$ cat src/rtl/learn_costs_q_if.sv
// Feedback-packet handshake plus shared memory bus for the Q-value cost learner.
interface learn_costs_q_if #(parameter int WORD_WIDTH = 16);
    logic                  in_valid;
    logic                  in_ready;
    logic [WORD_WIDTH-1:0] fsourceID;
    logic [WORD_WIDTH-1:0] fbatteryStat;
    logic [WORD_WIDTH-1:0] fValue;
    logic [WORD_WIDTH-1:0] fclusterID;
    logic [WORD_WIDTH-1:0] address;
    logic                  wr_en;
    logic [WORD_WIDTH-1:0] data_in;
    logic [WORD_WIDTH-1:0] data_out;
    logic                  reinit;
    logic                  done;
    logic                  tbl_full_err;
    logic                  busy;

    modport slave (
        input  in_valid, fsourceID, fbatteryStat, fValue, fclusterID, data_out,
        output in_ready, address, wr_en, data_in, reinit, done, tbl_full_err, busy
    );
    modport master (
        output in_valid, fsourceID, fbatteryStat, fValue, fclusterID, data_out,
        input  in_ready, address, wr_en, data_in, reinit, done, tbl_full_err, busy
    );
endinterface

$ cat src/rtl/learn_costs_q.sv
// Queued feedback packets drive a read-modify-write of the neighbour Q table in shared memory.
// Learning step is Q += (target - Q) >>> ALPHA_SHIFT; unknown sources are appended if room remains.
module learn_costs_q #(
    parameter int WORD_WIDTH  = 16,
    parameter int FIFO_DEPTH  = 4,
    parameter int NBR_MAX     = 8,
    parameter int TABLE_BASE  = 'h0100,
    parameter int ADDR_STEP   = 2,
    parameter int ALPHA_SHIFT = 2
) (
    input  logic           clock,
    input  logic           nreset,
    learn_costs_q_if.slave bus
);
    localparam int WW = WORD_WIDTH;
    localparam int PW = $clog2(FIFO_DEPTH);

    typedef struct packed {
        logic [WW-1:0] src;
        logic [WW-1:0] bat;
        logic [WW-1:0] val;
        logic [WW-1:0] cl;
    } pkt_t;

    typedef enum logic [3:0] {
        IDLE, RD_CNT, LD_CNT, RD_ID, CMP, NEW, FULL, RD_Q,
        CALC, WR_ID, WR_Q, RD_CL, CHK_CL, WR_CL, WR_CNT, DONE
    } state_t;

    state_t state, state_nxt;

    pkt_t          fifo_mem [FIFO_DEPTH];
    logic [PW-1:0] wr_ptr, rd_ptr;
    logic [PW:0]   fcount;
    logic          full, empty, push, pop;

    assign full         = (fcount == (PW+1)'(FIFO_DEPTH));
    assign empty        = (fcount == '0);
    assign bus.in_ready = !full;
    assign push         = bus.in_valid && !full;
    assign pop          = (state == IDLE) && !empty;
    assign bus.busy     = (state != IDLE);

    always_ff @(posedge clock)
        if (push) fifo_mem[wr_ptr] <= pkt_t'{bus.fsourceID, bus.fbatteryStat, bus.fValue, bus.fclusterID};

    always_ff @(posedge clock or negedge nreset) begin
        if (!nreset) begin
            wr_ptr <= '0;
            rd_ptr <= '0;
            fcount <= '0;
        end else begin
            if (push) wr_ptr <= wr_ptr + 1'b1;
            if (pop)  rd_ptr <= rd_ptr + 1'b1;
            case ({push, pop})
                2'b10:   fcount <= fcount + 1'b1;
                2'b01:   fcount <= fcount - 1'b1;
                default: ;
            endcase
        end
    end

    pkt_t          pkt;
    logic [WW-1:0] cnt, k, q_new;
    logic          is_new;

    logic [WW:0]        sum;
    logic [WW-1:0]      target, q_calc;
    logic signed [WW:0] diff, shifted;
    logic [WW-1:0]      ent_addr, q_addr, cl_addr;

    assign sum     = {1'b0, pkt.val} + {1'b0, pkt.bat};
    assign target  = sum[WW] ? '1 : sum[WW-1:0];
    // One extra bit keeps the difference signed; the arithmetic shift floors toward -inf.
    assign diff    = $signed({1'b0, target}) - $signed({1'b0, bus.data_out});
    assign shifted = diff >>> ALPHA_SHIFT;
    assign q_calc  = WW'(shifted + $signed({1'b0, bus.data_out}));

    assign ent_addr = WW'(TABLE_BASE) + WW'(ADDR_STEP) * (WW'(1) + WW'(3) * k);
    assign q_addr   = ent_addr + WW'(ADDR_STEP);
    assign cl_addr  = ent_addr + WW'(2 * ADDR_STEP);

    always_ff @(posedge clock or negedge nreset) begin
        if (!nreset) begin
            pkt    <= '0;
            cnt    <= '0;
            k      <= '0;
            q_new  <= '0;
            is_new <= 1'b0;
        end else begin
            case (state)
                IDLE:    if (!empty) begin
                             pkt    <= fifo_mem[rd_ptr];
                             is_new <= 1'b0;
                         end
                LD_CNT:  begin
                             cnt <= bus.data_out;
                             k   <= '0;
                         end
                // Leaving CMP on a miss with k+1==cnt makes k the append slot.
                CMP:     if (bus.data_out != pkt.src) k <= k + 1'b1;
                NEW:     begin
                             is_new <= 1'b1;
                             q_new  <= target;
                         end
                CALC:    q_new <= q_calc;
                default: ;
            endcase
        end
    end

    always_ff @(posedge clock or negedge nreset)
        if (!nreset) state <= IDLE;
        else         state <= state_nxt;

    always_comb begin
        state_nxt        = state;
        bus.address      = '0;
        bus.wr_en        = 1'b0;
        bus.data_in      = '0;
        bus.reinit       = 1'b0;
        bus.done         = 1'b0;
        bus.tbl_full_err = 1'b0;
        case (state)
            IDLE:   if (!empty) state_nxt = RD_CNT;
            RD_CNT: begin
                        bus.address = WW'(TABLE_BASE);
                        state_nxt   = LD_CNT;
                    end
            LD_CNT: state_nxt = (bus.data_out == '0) ? NEW : RD_ID;
            RD_ID:  begin
                        bus.address = ent_addr;
                        state_nxt   = CMP;
                    end
            CMP:    if (bus.data_out == pkt.src) state_nxt = RD_Q;
                    else if (k + 1'b1 == cnt)    state_nxt = NEW;
                    else                         state_nxt = RD_ID;
            NEW:    state_nxt = (cnt < WW'(NBR_MAX)) ? WR_ID : FULL;
            FULL:   begin
                        bus.tbl_full_err = 1'b1;
                        state_nxt        = DONE;
                    end
            RD_Q:   begin
                        bus.address = q_addr;
                        state_nxt   = CALC;
                    end
            CALC:   state_nxt = WR_Q;
            WR_ID:  begin
                        bus.address = ent_addr;
                        bus.data_in = pkt.src;
                        bus.wr_en   = 1'b1;
                        state_nxt   = WR_Q;
                    end
            WR_Q:   begin
                        bus.address = q_addr;
                        bus.data_in = q_new;
                        bus.wr_en   = 1'b1;
                        state_nxt   = is_new ? WR_CL : RD_CL;
                    end
            RD_CL:  begin
                        bus.address = cl_addr;
                        state_nxt   = CHK_CL;
                    end
            CHK_CL: state_nxt = (bus.data_out != pkt.cl) ? WR_CL : DONE;
            WR_CL:  begin
                        bus.address = cl_addr;
                        bus.data_in = pkt.cl;
                        bus.wr_en   = 1'b1;
                        bus.reinit  = !is_new;
                        state_nxt   = is_new ? WR_CNT : DONE;
                    end
            WR_CNT: begin
                        bus.address = WW'(TABLE_BASE);
                        bus.data_in = cnt + 1'b1;
                        bus.wr_en   = 1'b1;
                        state_nxt   = DONE;
                    end
            DONE:   begin
                        bus.done  = 1'b1;
                        state_nxt = IDLE;
                    end
            default: state_nxt = IDLE;
        endcase
    end
endmodule

$ cat src/flat_wrapper.sv
// flat-port wrapper written by rule: the top's interface ports become plain ports
module learn_costs_q_flat 
#(
    parameter int WORD_WIDTH  = 16,
    parameter int FIFO_DEPTH  = 4,
    parameter int NBR_MAX     = 8,
    parameter int TABLE_BASE  = 'h0100,
    parameter int ADDR_STEP   = 2,
    parameter int ALPHA_SHIFT = 2
)
  (clock, nreset, bus_in_valid, bus_fsourceID, bus_fbatteryStat, bus_fValue, bus_fclusterID, bus_data_out, bus_in_ready, bus_address, bus_wr_en, bus_data_in, bus_reinit, bus_done, bus_tbl_full_err, bus_busy);
  learn_costs_q_if #(.WORD_WIDTH(WORD_WIDTH)) bus_i ();
  input  logic clock;
  input  logic nreset;
  input wire logic [$bits(bus_i.in_valid)-1:0] bus_in_valid;
  input wire logic [$bits(bus_i.fsourceID)-1:0] bus_fsourceID;
  input wire logic [$bits(bus_i.fbatteryStat)-1:0] bus_fbatteryStat;
  input wire logic [$bits(bus_i.fValue)-1:0] bus_fValue;
  input wire logic [$bits(bus_i.fclusterID)-1:0] bus_fclusterID;
  input wire logic [$bits(bus_i.data_out)-1:0] bus_data_out;
  output wire logic [$bits(bus_i.in_ready)-1:0] bus_in_ready;
  output wire logic [$bits(bus_i.address)-1:0] bus_address;
  output wire logic [$bits(bus_i.wr_en)-1:0] bus_wr_en;
  output wire logic [$bits(bus_i.data_in)-1:0] bus_data_in;
  output wire logic [$bits(bus_i.reinit)-1:0] bus_reinit;
  output wire logic [$bits(bus_i.done)-1:0] bus_done;
  output wire logic [$bits(bus_i.tbl_full_err)-1:0] bus_tbl_full_err;
  output wire logic [$bits(bus_i.busy)-1:0] bus_busy;
  assign bus_i.in_valid = bus_in_valid;
  assign bus_i.fsourceID = bus_fsourceID;
  assign bus_i.fbatteryStat = bus_fbatteryStat;
  assign bus_i.fValue = bus_fValue;
  assign bus_i.fclusterID = bus_fclusterID;
  assign bus_i.data_out = bus_data_out;
  assign bus_in_ready = bus_i.in_ready;
  assign bus_address = bus_i.address;
  assign bus_wr_en = bus_i.wr_en;
  assign bus_data_in = bus_i.data_in;
  assign bus_reinit = bus_i.reinit;
  assign bus_done = bus_i.done;
  assign bus_tbl_full_err = bus_i.tbl_full_err;
  assign bus_busy = bus_i.busy;
  learn_costs_q #(.WORD_WIDTH(WORD_WIDTH), .FIFO_DEPTH(FIFO_DEPTH), .NBR_MAX(NBR_MAX), .TABLE_BASE(TABLE_BASE), .ADDR_STEP(ADDR_STEP), .ALPHA_SHIFT(ALPHA_SHIFT)) u_core (.clock(clock), .nreset(nreset), .bus(bus_i));
endmodule
$ cat config.mk
export PLATFORM = sky130hd
export DESIGN_NAME = learn_costs_q_flat
export DESIGN_NICKNAME = d
export VERILOG_FILES = /design/src/rtl/learn_costs_q_if.sv /design/src/rtl/learn_costs_q.sv /design/src/flat_wrapper.sv
export SDC_FILE = /design/constraint.sdc
export NUM_CORES = 1
export LEC_CHECK = 0
export ABC_AREA = 1
export ABC_CLOCK_PERIOD_IN_PS = 7000
export CORE_MARGIN = 2
export CORE_UTILIZATION = 41
export DETAILED_ROUTE_END_ITERATION = 10
export MAX_ROUTING_LAYER = met4
export REMOVE_ABC_BUFFERS = 1
export SYNTH_ARGS = -nofsm -noshare
export SYNTH_HDL_FRONTEND = slang
export SYNTH_SLANG_ARGS = --single-unit
$ cat constraint.sdc
create_clock -name clock -period 7 [get_ports clock]
set_input_delay 1.05 -clock clock [delete_from_list [all_inputs] [get_ports clock]]
set_output_delay 1.05 -clock clock [all_outputs]
set_load 0.03 [all_outputs]
# Word-level counts from Yosys, hierarchy flattened
# Memories as Yosys holds them, arrays and structs flattened. A register that Yosys moved wholly into a read port is not among the register bits.
# Index checks and enable logic that the tools add are counted.
# op_classes
add_sub_neg	13
n_mul	1
magnitude_cmp	1
eq_ne	24
muxes	24
bitwise_logic	1
reduce_logical	24
# ops
cell	n
16-bit case mux with 4 select lines	2
16-bit case mux with 2 select lines	2
4-bit case mux with 14 select lines	1
16-bit by 1-bit adder with 16-bit output, second input constant	2
16-bit == test	2
4-bit == test, second input constant	8
16-bit two-way mux	2
16-bit != test	2
16-bit by 16-bit adder with 17-bit output	1
16-bit by 16-bit subtractor with 17-bit output	1
15-bit by 16-bit adder with 16-bit output	1
16-bit by 2-bit adder with 16-bit output, second input constant	1
16-bit by 3-bit adder with 16-bit output, second input constant	1
9-bit by 16-bit adder with 16-bit output, first input constant	1
4-bit by 3-bit == test with 1-bit output, second input constant	4
16-bit logical NOT	1
16-bit by 4-bit less-than comparator with 1-bit output, second input constant	1
2-bit by 16-bit multiplier with 15-bit output, first input constant	1
1-bit by 15-bit adder with 15-bit output, first input constant	1
4-bit two-way mux	3
2-bit OR reduction	6
3-bit two-way mux	3
4-bit by 2-bit == test with 1-bit output, second input constant	2
1-bit two-way mux	8
other kinds (21)	31
# word_totals
register_bits	60
mem_bits_rw	256
inputBits	83
output_inout_bits	38
word_cells	97
n_memories	1
# memory_table
name	depth	width	read_ports	rd_ports_with_merged_regs	wr	line_no	text
u_core.fifo_mem	4	64	1	1	1	learn_costs_q.sv:32	pkt_t fifo_mem [FIFO_DEPTH];

# Logic depth before layout (Yosys ltp)
# Gate-level depths: netlist of run 1.
# logic_depth
ltp_word	5
ltp_mapped	34
mapped_depth_nobuf	33

# Worst setup path after synthesis of run 1
# OpenSTA, ideal clock, no wires.
# synth_timing
kind	reg-to-reg
start	reg u_core.pkt[16] (netlist bit)
end	reg u_core.q_new[15]
setup_time_ns	0.121
arrival_ns	4.357
t_required_ns	6.879
path_slack_ns	2.522
path_stages_with_launch	29
path_buffers	1
synth_period_minus_slack_ns	4.478
path_cell_list	dfrtp_1 ha_1 fa_1 nand3_1 nand2_1 nand2_1 nand2_1 nand2_1 nand2_1 clkbuf_1 nor3_1 inv_1 ha_1 a21oi_1 inv_1 a31oi_1 nor3_1 a211oi_1 nand2_1 xor2_1 ha_1 nand2_1 nor2_1 a2111oi_0 nand2_1 a21boi_0 nand3_1 nand3_1 nand2_1
# synth_between
elab_chain_len	5
# synth_lines
item	line_no	text
start: declaration	learn_costs_q.sv:63	pkt_t pkt;
start signal: assignment	learn_costs_q.sv:93	pkt <= fifo_mem[rd_ptr];
16-bit by 16-bit adder with 17-bit output *	learn_costs_q.sv:72	assign sum = {1'b0, pkt.val} + {1'b0, pkt.bat};
16-bit two-way mux *	learn_costs_q.sv:73	assign target = sum[WW] ? '1 : sum[WW-1:0];
16-bit by 16-bit subtractor with 17-bit output	learn_costs_q.sv:75	assign diff = $signed({1'b0, target}) - $signed({1'b0, bus.data_out});
15-bit by 16-bit adder with 16-bit output	learn_costs_q.sv:77	assign q_calc = WW'(shifted + $signed({1'b0, bus.data_out}));
16-bit case mux with 2 select lines *	learn_costs_q.sv:91	case (state)
end signal: assignment	learn_costs_q.sv:104	q_new <= target;
end signal: assignment	learn_costs_q.sv:106	CALC: q_new <= q_calc;
end: declaration	learn_costs_q.sv:64	logic [WW-1:0] cnt, k, q_new;
# Mark *: on every way between the ends. The rest lies on a longest branch, timed or not.
# A chain may end at the register's enable or synchronous reset.

# Worst setup path in the final report of run 1
# layout_timing
start	reg u_core.state[0]
end	out bus_address[10]
# layout_between
elab_chain_len	3
word_cells_on_any_way	13
cone_classes	eq/ne: 8; mux: 1; reduce/logical: 4
# layout_lines
item	line_no	text
start: declaration	learn_costs_q.sv:30	state_t state, state_nxt;
start signal: assignment	learn_costs_q.sv:114	else state <= state_nxt;
4-bit by 1-bit == test with 1-bit output, or another cell as far along	learn_costs_q.sv:124	case (state)
2-bit OR reduction (no source line)	--	
16-bit case mux with 4 select lines *	learn_costs_q.sv:124	
end: declaration	flat_wrapper.sv:22	output wire logic [$bits(bus_i.address)-1:0] bus_address;
# Marked as above.

==> results of run 1 <==
==> sequential cells by signal, indices dropped and copies added (netlist names) <==
name,count
u_core.fifo_mem,256
u_core.pkt,64
u_core.cnt,16
u_core.k,16
u_core.q_new,16
u_core.state,4
u_core.fcount,3
u_core.rd_ptr,2
u_core.wr_ptr,2
u_core.is_new,1
==> critical path: stages (launching register included) <==
cell,delay [ps]
dfrtp_1,490
inv_1,90
nor2_1,230
inv_1,110
nor2_1,950
a21oi_1,270
inv_1,290
nor2_1,90
inv_1,220
a21oi_1,110
inv_1,100
o21ai_0,80
a21oi_1,140
clkdlybuf4s50_1,680
==> layout make-up <==
type,count,area share (%)
Sequential cell,380,47.4
Clock inverter,13,0.610
Multi-Input combinational cell,1447,34.4
Clock buffer,57,4.90
Timing Repair Buffer,137,5.83
Inverter,202,3.33
Antenna cell,5,0.0550
Tap cell,615,3.38
==> power breakdown <==
| group | switching, mW | internal [mW] | total, mW |
|---|---|---|---|
| clock network | 0.849 | 1.22 | 2.06 |
| registers | 0.471 | 3.07 | 3.54 |
| logic | 4.30 | 2.31 | 6.60 |
==> cell usage after synthesis (4+ instances only) <==
library cell,number
nand3_1,87
o221ai_1,9
edfxtp_1,256
nor3_1,13
nand3_2,5
o22ai_1,38
nor2_2,6
nand4_1,22
nor4_1,12
or2_2,7
o31ai_1,4
inv_2,4
a221oi_1,9
buf_1,9
fa_1,4
ha_1,73
nand2_2,12
nand2_1,292
nor2_1,356
a31oi_1,52
o2111ai_1,11
clkbuf_1,57
a21oi_1,88
inv_1,195
xor2_1,61
xnor2_1,15
dfrtp_1,124
o21ai_0,235
==> per-stage QoR <==
stage                     cell area, sq um  setup slack, ps
after global placement               21500             1860
after detailed placement             21500             1720
after floorplan                      19300            -92.6
after CTS                            22700             1540
after global routing                 22800             1030
final                                22800             1540
==> worst max-delay path by stage <==
| stage | endpoint | slack, ps | cells past startpoint |
|---|---|---|---|
| global placement | u_core.q_new[12] | 1860 | 30 |
| global route | u_core.q_new[15] | 1030 | 26 |
| CTS | bus_address[15] | 1540 | 17 |
| finish | bus_address[10] | 1540 | 13 |
| floorplan | u_core.fcount[2] | -90 | 11 |
| detailed placement | u_core.q_new[15] | 1720 | 26 |
==> kinds of logic (layout without fill, tap and decap cells) <==
group / Yosys count / after routing / share of synthesized area (%)
other cells: 1 / 6 / 0.0191
compound gates: 471 / 471 / 13.5
xor+xnor: 77 / 77 / 3.53
buf+inv: 272 / 409 / 5.24
simple gates: 821 / 821 / 17.6
fa+ha+maj: 77 / 77 / 5.07
flops: 380 / 380 / 55.0
==> per-layer routing <==
metal | vias to the layer above | GRT usage [%] | routed length [um] | part of all wire (%)
li1 | 7487 | - | - | -
met1 | 7407 | 29.3 | 23900 | 43
met2 | 431 | 37.7 | 26500 | 48
met3 | 96 | 3.65 | 3080 | 5.6
met4 | 0 | 6.34 | 1460 | 2.7
met5 | - | - | 0 | 0
==> impl_summary.md, run 1 <==
Run status
The run finished with clean final reports.

Synth
Counting flops with an async set or reset pin after synthesis yields a share of roughly 33%. The biggest area consumer among synthesized cells is edfxtp_1. By area the synthesized netlist is led by edfxtp_1 (39%), dfrtp_1 (16%), nor2_1 (6.8%). The number of warnings printed during yosys synthesis is 0. In this run the cell area of the synthesized design comes to 0.0196 sq mm. The synthesized design contains 256 enable-type register cells. The number of distinct library cells after synthesis is between 50 and 60.

Synthesis produced 2099 cells. The top-area cell type share of the netlist area is 39.2%. The sequential cell area fraction in the yosys report is 55.0%. The main flop type after synthesis is edfxtp_1. The number of synthesized register bits is 380. The average cell area after synthesis is 9.34 sq um.

Die
The overall die height is 223 um. Pin placement for this block handled roughly 120 I/O pins. The floorplan has 80 rows.

The core area is 0.0474 sq mm. The die width is roughly 220 um. The starting density of the core is 41.3%.

The full die area is slightly below 0.05 sq mm.

Final layout
The multi-input combinational cell area is 0.00784 sq mm. The share of the core filled with cells in the final layout is 48.0%. The combined flip-flop and latch cell area is approximately 0.011 sq mm. The final-stage net count is 2368.

The count of fill cells added during filler insertion is 4506. The post-layout instance count excluding filler cells is 2856. From synthesis to final layout, the design area changed by 16.0%. In the layout the commonest cells are nor2_1 (352), nand2_1 (292), edfxtp_1 (256). The post-route netlist has under 10% of its cells at a drive strength greater than 1.

Leaving out fill and tap cells, the most frequent cell in the layout is nor2_1.

Placed design
At the end of routability-driven placement, the weighted congestion stood at 0.948. The HPWL reported at the end of detailed placement is roughly 39 mm. Port buffering added approximately 120 buffers. In this run, placement finished with an instance count of around 2800.

Timing
The final sum of negative setup slack is 0 ps. Based on the critical path, the design can be clocked at up to 183 MHz. For the pin with the worst max-slew slack, the measured transition is roughly 1300 ps. The final count of hold timing violations came to 0. The final count of negative-setup-slack endpoints is 0. The post-route clock skew is about 23 ps. The final hold slack is 470 ps. The shortest period the worst path allows is 5460 ps. Setup repair after global routing left no endpoint under its margin. The relative slew slack is 15.3%.

The total count of max-transition violations in the final report is 0. The portion of the clock cycle consumed by the worst path in the final layout is 78.0%.

GRT
The number of global-route vias before repair was about 15000. Summed over all layers, the global routing overflow is 0. Global routing used 22.9% of the available tracks. The first global-routing pass estimated 85.7 mm of wire. The number of antenna violations at the first check in global routing came to 5. Entering global routing, the biggest net connects slightly above 80 pins.

Clock tree
After clock tree synthesis, the clock-pin slew on the worst setup and hold paths is roughly 60 ps. The maximum buffer depth of the clock tree is 3. The number of hold buffers added after CTS was 0.

The CTS root buffer is clkbuf_16. The clock net in this run drives a total of 380 sinks. TritonCTS built the clock tree. The deepest level of the CTS H-tree is 2. The number of gates resized after CTS was 0.

The total clock buffers created by CTS is 40. The post-CTS repair timing setup buffer count is 0. The clock reaches the later pin of the worst-skew pair after approximately 540 ps.

Pwr
Across the VDD grid, the largest voltage drop is 359 uV. The leakage power of the design is 8.91 nW. For this design the ratio of total power to cell area is approximately 540 mW/mm^2.

The completed layout was analyzed and its total power is 12.2 mW.

Route
The via density per instance is 5.40. The total number of vias is around 15000. The first-iteration detailed-routing DRC count is 1250.

Dividing the detail-routed wire length by the instance count gives 19.2 um. The post-route DRC violation count is 0. The antenna violation net count after detailed routing is 0.

The final wirelength is 54.9 mm. The pre-antenna-repair detailed-routing pass consisted of 7 iterations.

Setup path
The nature of the critical path startpoint is a flop. The destination of the worst register-to-register timing path is u_core.q_new[15]. The data arrival time of the critical path is 4410 ps. In this run the critical register-to-register path is launched from u_core.pkt[16]. STA classifies the critical path endpoint as an output port.

The setup slack of the worst register-to-register path is 1640 ps. The length in cells of the worst reg-to-reg path is 26. The launch point of the worst path is u_core.state[0]. The highest net fanout along the worst path is 13. STA puts the critical path data required time at 5950 ps.

The start-to-end type of the worst setup path is flop to output port.

Job
The reported max-cap violation count is 0.

Worst hold path
The type of the most critical hold path is primary input to async pin.
No activity file was read; power rests on OpenSTA's default activity.
==> run 2, diff against run 1 <==
--- a/config.mk
+++ b/config.mk
@@ -6,7 +6,7 @@
 export NUM_CORES = 1
 export LEC_CHECK = 0
 export ABC_AREA = 1
-export ABC_CLOCK_PERIOD_IN_PS = 7000
+export ABC_CLOCK_PERIOD_IN_PS = 5550
 export CORE_MARGIN = 2
 export CORE_UTILIZATION = 41
 export DETAILED_ROUTE_END_ITERATION = 10
==> constraint.sdc (replaced) <==
create_clock -name clock -period 5.55 [get_ports clock]
set_input_delay 0.8325 -clock clock [delete_from_list [all_inputs] [get_ports clock]]
set_output_delay 0.8325 -clock clock [all_outputs]
set_load 0.03 [all_outputs]
==> run 2 against run 1 <==
Against the previous run: total power rose by 27%; sequential power grew 25%; utilization rose by 0.46 points; critical endpoint is now u_core.q_new[15]; largest cell class unchanged; largest power group unchanged.
==> impl_summary.md, run 2 (synthesis results as in run 1) <==
Run status
The flow ran to the end, and the final reports show no timing, DRC or antenna violations.

Timing
Setup repair after global routing could not meet its margin everywhere. The relative slew slack came to 30.2% (+15 points). The shortest period the worst path allows is 5180 ps.

The slack of the critical path was 365 ps (-1180 ps). The transition time of the tightest slew-check pin was 1050 ps (-221 ps). The achievable clock frequency is 193 MHz. The post-route clock skew is 15.2 ps (-7.88 ps). The final count of negative-setup-slack endpoints is 0 (unchanged). The total count of max-transition violations in the final report is 0 (unchanged). The final count of hold timing violations was 0 (unchanged). The portion of the clock cycle consumed by the worst path in the final layout is 93.4%.

Die
The top-level I/O count came to 121 (unchanged). The die width came to 223 um (unchanged). The starting density of the core is 41.3% (unchanged). The core area is 0.0474 sq mm (unchanged).

The placement row count is 80 (unchanged). The overall die height is 223 um (unchanged). The full die area is 0.0496 sq mm (unchanged).

Setup path
The length in cells of the worst reg-to-reg path was 25 (-3.8%). The highest cell delay on the worst timing path came to 510 ps (-440 ps). In this run the critical register-to-register path is launched from u_core.pkt[18]. The setup slack of the worst register-to-register path is 370 ps (-1270 ps). The data arrival time of the critical path is 5600 ps (+1190 ps). The library cell appearing most often on the critical path is nand2_1. The worst register-to-register path ends at u_core.q_new[15]. For this design, the slowest cell found on the critical path is o21ai_0. The worst setup path is launched from a flop. The start-to-end type of the worst setup path is flop to flop. The endpoint type of the worst setup path is a flop. The highest net fanout along the worst path is 5 (-8). The required time at the worst-slack endpoint is 5970 ps (+20 ps).

Placed design
The routability congestion estimate is 0.978 (+3.2%). The pre-CTS setup slack is 307 ps (-1410 ps). The number of buffers inserted by port buffering is 119 (unchanged). The HPWL reported at the end of detailed placement is 39.7 mm (+1.7%).

Pwr
The worst IR drop on VDD is 376 uV (+4.7%). The fraction of power spent switching nets is 46.0% (about the same). The portion of total power attributed to sequential cells came to 28.5% (-0.5 points). The relative contribution of combinational cells to total power came to 54.6% (+0.5 points). The leakage power of the design was 9.01 nW (+1.1%). The net switching component of the power came to 7.16 mW (+27%). The areal power density over the cells was 677 mW/mm^2 (+26%).

The share of total power in the clock network is 17.0% (about the same). The internal cell power is 8.40 mW (+28%). The overall power consumption is 15.6 mW (+27%).

Final layout
The final-stage net count came to 2382 (+0.59%). The register name with the most flops is u_core.fifo_mem. The count of fill cells added during filler insertion is 4454 (-1.2%). The library cell used most frequently in the layout, excluding fill and tap cells, is nor2_1.

The synthesis-to-layout area growth is 17.2%. The layout cell share with drive strength beyond 1 is 6.52% (+1.1 points). The multi-input combinational cell area is 0.00785 sq mm (+0.18%). The largest registers in the layout are u_core.fifo_mem x256, u_core.pkt x64. The number of flip-flops in the largest register is 256 (unchanged).

In the layout the commonest cells are nor2_1 (351), nand2_1 (291), edfxtp_1 (256). The combined flip-flop and latch cell area is 0.0108 sq mm (about the same).

GRT
The total overflow reported by the global router is 0 (unchanged). The number of antenna violations at the first check in global routing is 3 (-2). The global routing usage summed across all routing layers is 23.3% (+0.47 points). The pin count of the biggest net entering global routing is 121 (+49%). The number of global-route vias before repair is 15300 (+1.8%).

The global-route wire length before repair is 87.7 mm (+2.4%).

Clock tree
The maximum buffer depth of the clock tree came to 3 (unchanged). The deepest level of the CTS H-tree is 2 (unchanged). The post-cts repair resize count came to 0 (unchanged). The number of buffers inserted by hold repair at cts is 0 (unchanged). The clock transition at the register clock pins on the worst setup and hold paths after CTS is 60 ps (about the same). The total clock buffers created by CTS is 41 (+2.5%).

The insertion delay to the later sink of the worst-skew pair came to 550 ps (about the same). The TritonCTS clock tree is yes. The number of clock sinks is 380 (unchanged).

The CTS root buffer is clkbuf_16. The post-CTS repair timing setup buffer count was 0 (unchanged).

Route
The via density per instance is 5.40 (about the same). The iteration count of the initial detailed-routing pass was 5 (-2). The post-route DRC violation count is 0 (unchanged). The first-iteration detailed-routing DRC count was 1313 (+5.0%). The final wirelength was 56.0 mm (+2.0%). The average wire per standard cell is 19.5 um (+1.5%). The antenna violation net count after detailed routing is 0 (unchanged).

The total number of vias is 15500 (+0.57%).

Job
The reported max-cap violation count is 0 (unchanged).

Worst hold path
The type of the most critical hold path is primary input to async pin.
[run 2: changes by cell type in the layout (fill, tap and decap cells not counted), moves of 4 or more]
cell / before / now
buf_12: 0 / 5
clkbuf_1: 13 / 8
clkinv_1: 10 / 14
clkinv_2: 1 / 5
buf_4: 18 / 26
[run 2: metrics by stage]
step           hold WS [ps]  utilization [%]  instance area [sq um]  cells  setup TNS [ps]
5_1_grt                 416             48.4                  23000   2872           -83.1
3_5_place_dp            472             45.6                  21700   2794               0
2_1_floorplan           446                -                  19300   2029          -39190
6_report                357             48.4                  23000   2872               0
3_3_place_gp            467             45.6                  21700   2794               0
4_1_cts                 393             48.4                  23000   2869               0
[run 2: per-layer routing]
layer / global-route usage, % / vias up / wire length [um]
met1: 29.3 / 7496 / 24200
met4: 6.78 / 0 / 1500
met3: 3.36 / 92 / 2930
met2: 39.3 / 424 / 27400
li1: - / 7497 / -
met5: - / - / 0
[run 2: worst max-delay path, delay by kind of cell, from the launching register on]
family / cells / cell delay (ps)
buffers and inverters: 2 / 230
AND/OR/NAND/NOR: 10 / 950
XOR/XNOR: 1 / 150
flip-flops: 1 / 390
adder cells (fa/ha/maj): 3 / 1100
AO/OA/AOI/OAI: 9 / 2240
[run 2: power by group through the flow]
stage	Combinational (mW)	Clock (mW)	Sequential (mW)
4_1_cts	8.44	2.69	4.42
5_1_grt	9.61	2.81	4.51
6_report	8.50	2.64	4.43
3_3_place_gp	8.37	0	4.45
2_1_floorplan	5.89	0	4.37
3_5_place_dp	8.39	0	4.47
[run 2: worst max-delay path by stage]
stage	cells after the start	end	start	slack (ps)
floorplan	11	u_core.fcount[2]	u_core.state[2]	-1540
global placement	26	u_core.q_new[15]	u_core.pkt[18]	260
detailed placement	26	u_core.q_new[12]	u_core.pkt[16]	310
CTS	14	bus_address[11]	u_core.k[0]	220
global route	33	u_core.q_new[15]	u_core.pkt[16]	-80
finish	25	u_core.q_new[15]	u_core.pkt[18]	370
[run 2: area by class of cell]
class	instances	share of cell area [%]
Inverter	202	3.31
Clock inverter	21	0.670
Tap cell	615	3.35
Sequential cell	380	47.0
Clock buffer	54	4.99
Multi-Input combinational cell	1447	34.2
Antenna cell	3	0.0327
Timing Repair Buffer	150	6.48
==> run 3, diff against run 2 <==
--- a/config.mk
+++ b/config.mk
@@ -7,7 +7,7 @@
 export LEC_CHECK = 0
 export ABC_AREA = 1
 export ABC_CLOCK_PERIOD_IN_PS = 5550
-export CORE_MARGIN = 2
+export CORE_MARGIN = 4
 export CORE_UTILIZATION = 41
 export DETAILED_ROUTE_END_ITERATION = 10
 export MAX_ROUTING_LAYER = met4
==> run 3 against run 2 <==
Against the previous run: global-route usage decreased by 1.5 points; first-iteration DRC count decreased by 11%; critical path depth decreased by 9; combinational power decreased by 1%; routed wire length decreased by 1.6%; worst hold slack got worse by 4.4 ps; sequential cell count unchanged; sequential power about the same; largest cell class unchanged; largest power group unchanged.
==> impl_summary.md, run 3 (synthesis results as in run 1) <==
Setup path
Grouping stages by cell kind, the critical path spends the most delay in simple AND/OR/NAND/NOR gates. The critical-path cell with the highest stage delay is clkdlybuf4s50_1. The worst register-to-register path begins at u_core.pkt[16]. The start-to-end type of the worst setup path is flop to output port. The data arrival time of the critical path is 4160 ps (-1440 ps).

The critical path goes through ha_1 -> a21oi_1 -> nor2_1 -> nor2_1 -> nand3_1 -> nand2_1 -> ha_1 -> nand3_2 -> o21ai_0 -> nand2_1 -> nor3_4 -> nand2_2 -> o21ai_1 -> nand2_1 -> nor2_1 -> clkdlybuf4s50_1. The launch point of the worst path is u_core.k[4]. STA classifies the critical path startpoint as a flop.

The highest cell delay on the worst timing path is 680 ps (+170 ps). The endpoint type of the worst setup path is an output port. The highest net fanout along the worst path is 5 (unchanged).

The required time at the worst-slack endpoint came to 4720 ps (-1250 ps). The number of buffers and inverters on the critical path came to 1 (-1).

Final layout
The largest registers in the layout are u_core.fifo_mem x256, u_core.pkt x64. The post-layout instance count excluding filler cells is 2870 (-0.070%). The register name with the most flops is u_core.fifo_mem. The number of flip-flops in the largest register is 256 (unchanged). The count of fill cells added during filler insertion was 4374 (-1.8%). The most common cell after layout, fill and taps aside is nor2_1. The final-stage net count came to 2387 (+0.21%). The combined flip-flop and latch cell area came to 0.0108 sq mm (about the same).

The layout cell share with drive strength beyond 1 came to 6.77% (+0.25 points). The share of the core filled with cells in the final layout came to 48.9% (+0.51 points). The cell area after layout is 0.0230 sq mm (about the same). The synthesis-to-layout area growth is 17.2% (about the same). In the layout the commonest cells are nor2_1 (351), nand2_1 (291), edfxtp_1 (256). The multi-input combinational cell area was 0.00785 sq mm (unchanged).

Route
The post-route DRC violation count is 0 (unchanged). The antenna violation net count after detailed routing is 0 (unchanged). The average wire per standard cell was 19.2 um (-1.5%).

The final wirelength is 55.2 mm (-1.6%). The first-iteration detailed-routing DRC count is 1167 (-11%). The iteration count of the initial detailed-routing pass is 8 (+3). The total number of vias is 15500 (+0.077%). The via density per instance is 5.41 (+0.15%).

Timing
The achievable clock frequency is 200 MHz (+3.8%). The final hold slack is 352 ps (-4.35 ps). Setup repair after global routing left no endpoint under its margin. The shortest period the worst path allows is 5000 ps (-188 ps). The final count of hold timing violations is 0 (unchanged).

The transition time of the tightest slew-check pin is 1020 ps (-23.5 ps). The total count of max-transition violations in the final report is 0 (unchanged). The portion of the clock cycle consumed by the worst path in the final layout is 90.0% (-3.4 points).

The relative slew slack is 31.6% (+1.5 points). The slack of the critical path came to 553 ps (+188 ps). The final count of negative-setup-slack endpoints was 0 (unchanged). The final sum of negative setup slack is 0 ps (unchanged). The post-route clock skew is 24.0 ps (+8.82 ps).

GRT
The number of global-route vias before repair is 15100 (-1.4%). The met3 layer usage reported by global route is 3.35% (-0.0057 points). The total overflow reported by the global router is 0 (unchanged). The number of antenna violations at the first check in global routing is 2 (-1).

The global routing usage summed across all routing layers is 21.8% (-1.5 points). met2 is the most crowded layer. The pin count of the biggest net entering global routing is 107 (-12%). The met1 global-route usage is 28.1% (-1.2 points). The global-route wire length before repair is 84.9 mm (-3.2%). The met2 track utilization from global routing is 35.6% (-3.7 points).

Pwr
The share of total power in the clock network is 17.3% (+0.3 points). The portion of total power attributed to sequential cells is 28.6% (about the same). The relative contribution of combinational cells to total power came to 54.1% (-0.5 points). The areal power density over the cells is 675 mW/mm^2 (-0.30%). The fraction of power spent switching nets was 45.7% (-0.35 points).

The worst IR drop on VDD is 356 uV (-5.3%). The overall power consumption came to 15.5 mW (-0.30%). The leakage power of the design is 9.05 nW (+0.40%). The net switching component of the power is 7.08 mW (-1.0%).

The internal cell power is 8.43 mW (+0.34%).

Clock tree
The total clock buffers created by CTS is 41 (unchanged). The clock transition at the register clock pins on the worst setup and hold paths after CTS is 60 ps (about the same). The CTS root buffer is clkbuf_16. The insertion delay to the later sink of the worst-skew pair is 550 ps (about the same). The deepest level of the CTS H-tree was 2 (unchanged). The TritonCTS clock tree is yes.

The maximum buffer depth of the clock tree is 3 (unchanged). The number of clock sinks is 380 (unchanged).

Job
The reported max-cap violation count was 0 (unchanged).

Die
The starting density of the core is 41.8% (+0.44 points). The core area is 0.0470 sq mm (-1.0%). The top-level I/O count is 121 (unchanged). The overall die height came to 227 um (+1.8%).

The placement row count is 79 (-1.3%). The die width came to 227 um (+1.8%). The full die area is 0.0514 sq mm (+3.6%).

Placed design
The number of buffers inserted by port buffering is 119 (unchanged). The routability congestion estimate is 0.928 (-5.1%). The total instance count after detailed placement is 2791 (-0.11%). The pre-CTS setup slack was 388 ps (+80.7 ps). The post-placement cell area came to 0.0216 sq mm (-0.11%).

The HPWL reported at the end of detailed placement came to 38.9 mm (-2.0%).

Worst hold path
In this run the worst hold path is classified as primary input to async pin.

Run status
The flow ran to the end, and the final reports show no timing, DRC or antenna violations.
-- run 3: path summary, 6_finish.rpt --
| check | to | slack (ps) | depth (start not counted) |
|---|---|---|---|
| setup / recovery | bus_address[13] | 550 | 16 |
| hold / removal | u_core.pkt[42] | 350 | 1 |
| setup reg to reg | u_core.q_new[15] | 610 | 31 |
| hold reg to reg | u_core.fcount[0] | 480 | 1 |
| max in group asynchronous | u_core.pkt[19] | 4220 | 2 |
| min in group clock | u_core.fcount[0] | 480 | 1 |
-- run 3: area by class of cell --
cell class / count / share of cell area [%]
Sequential cell: 380 / 47.0
Multi-Input combinational cell: 1447 / 34.2
Timing Repair Buffer: 155 / 6.42
Clock buffer: 60 / 5.18
Tap cell: 607 / 3.31
Inverter: 202 / 3.30
Clock inverter: 16 / 0.599
Antenna cell: 3 / 0.0327
-- run 3: power groups by stage --
stage | clock (mW) | combinational [mW] | sequential (mW)
after floorplan | 0 | 5.89 | 4.37
after global placement | 0 | 8.39 | 4.47
after detailed placement | 0 | 8.32 | 4.49
after CTS | 2.74 | 8.38 | 4.43
after global routing | 2.85 | 9.53 | 4.51
final | 2.68 | 8.40 | 4.44
-- run 3: worst register-to-register path: cells and delay by family, from the launching register on --
kind / cells / cell delay [ps]
buf+inv: 2 / 200
compound gates: 5 / 1000
fa+ha+maj: 4 / 1270
xor+xnor: 1 / 190
simple gates: 19 / 1840
flops: 1 / 390
-- run 3: timing repair --
action / 4_1_cts / 5_1_grt
hold buffers: 0 / 0
gates resized for setup: 0 / 9
buffers inserted: 0 / 0
setup endpoints to repair: 0 / 5
-- run 3: per-layer routing --
| layer | wire [um] | up-vias | part of all wire [%] |
|---|---|---|---|
| met5 | 0 | - | 0 |
| met4 | 1980 | 0 | 3.6 |
| met3 | 3220 | 101 | 5.8 |
| met2 | 26000 | 472 | 47 |
| met1 | 24000 | 7434 | 43 |
| li1 | - | 7514 | - |
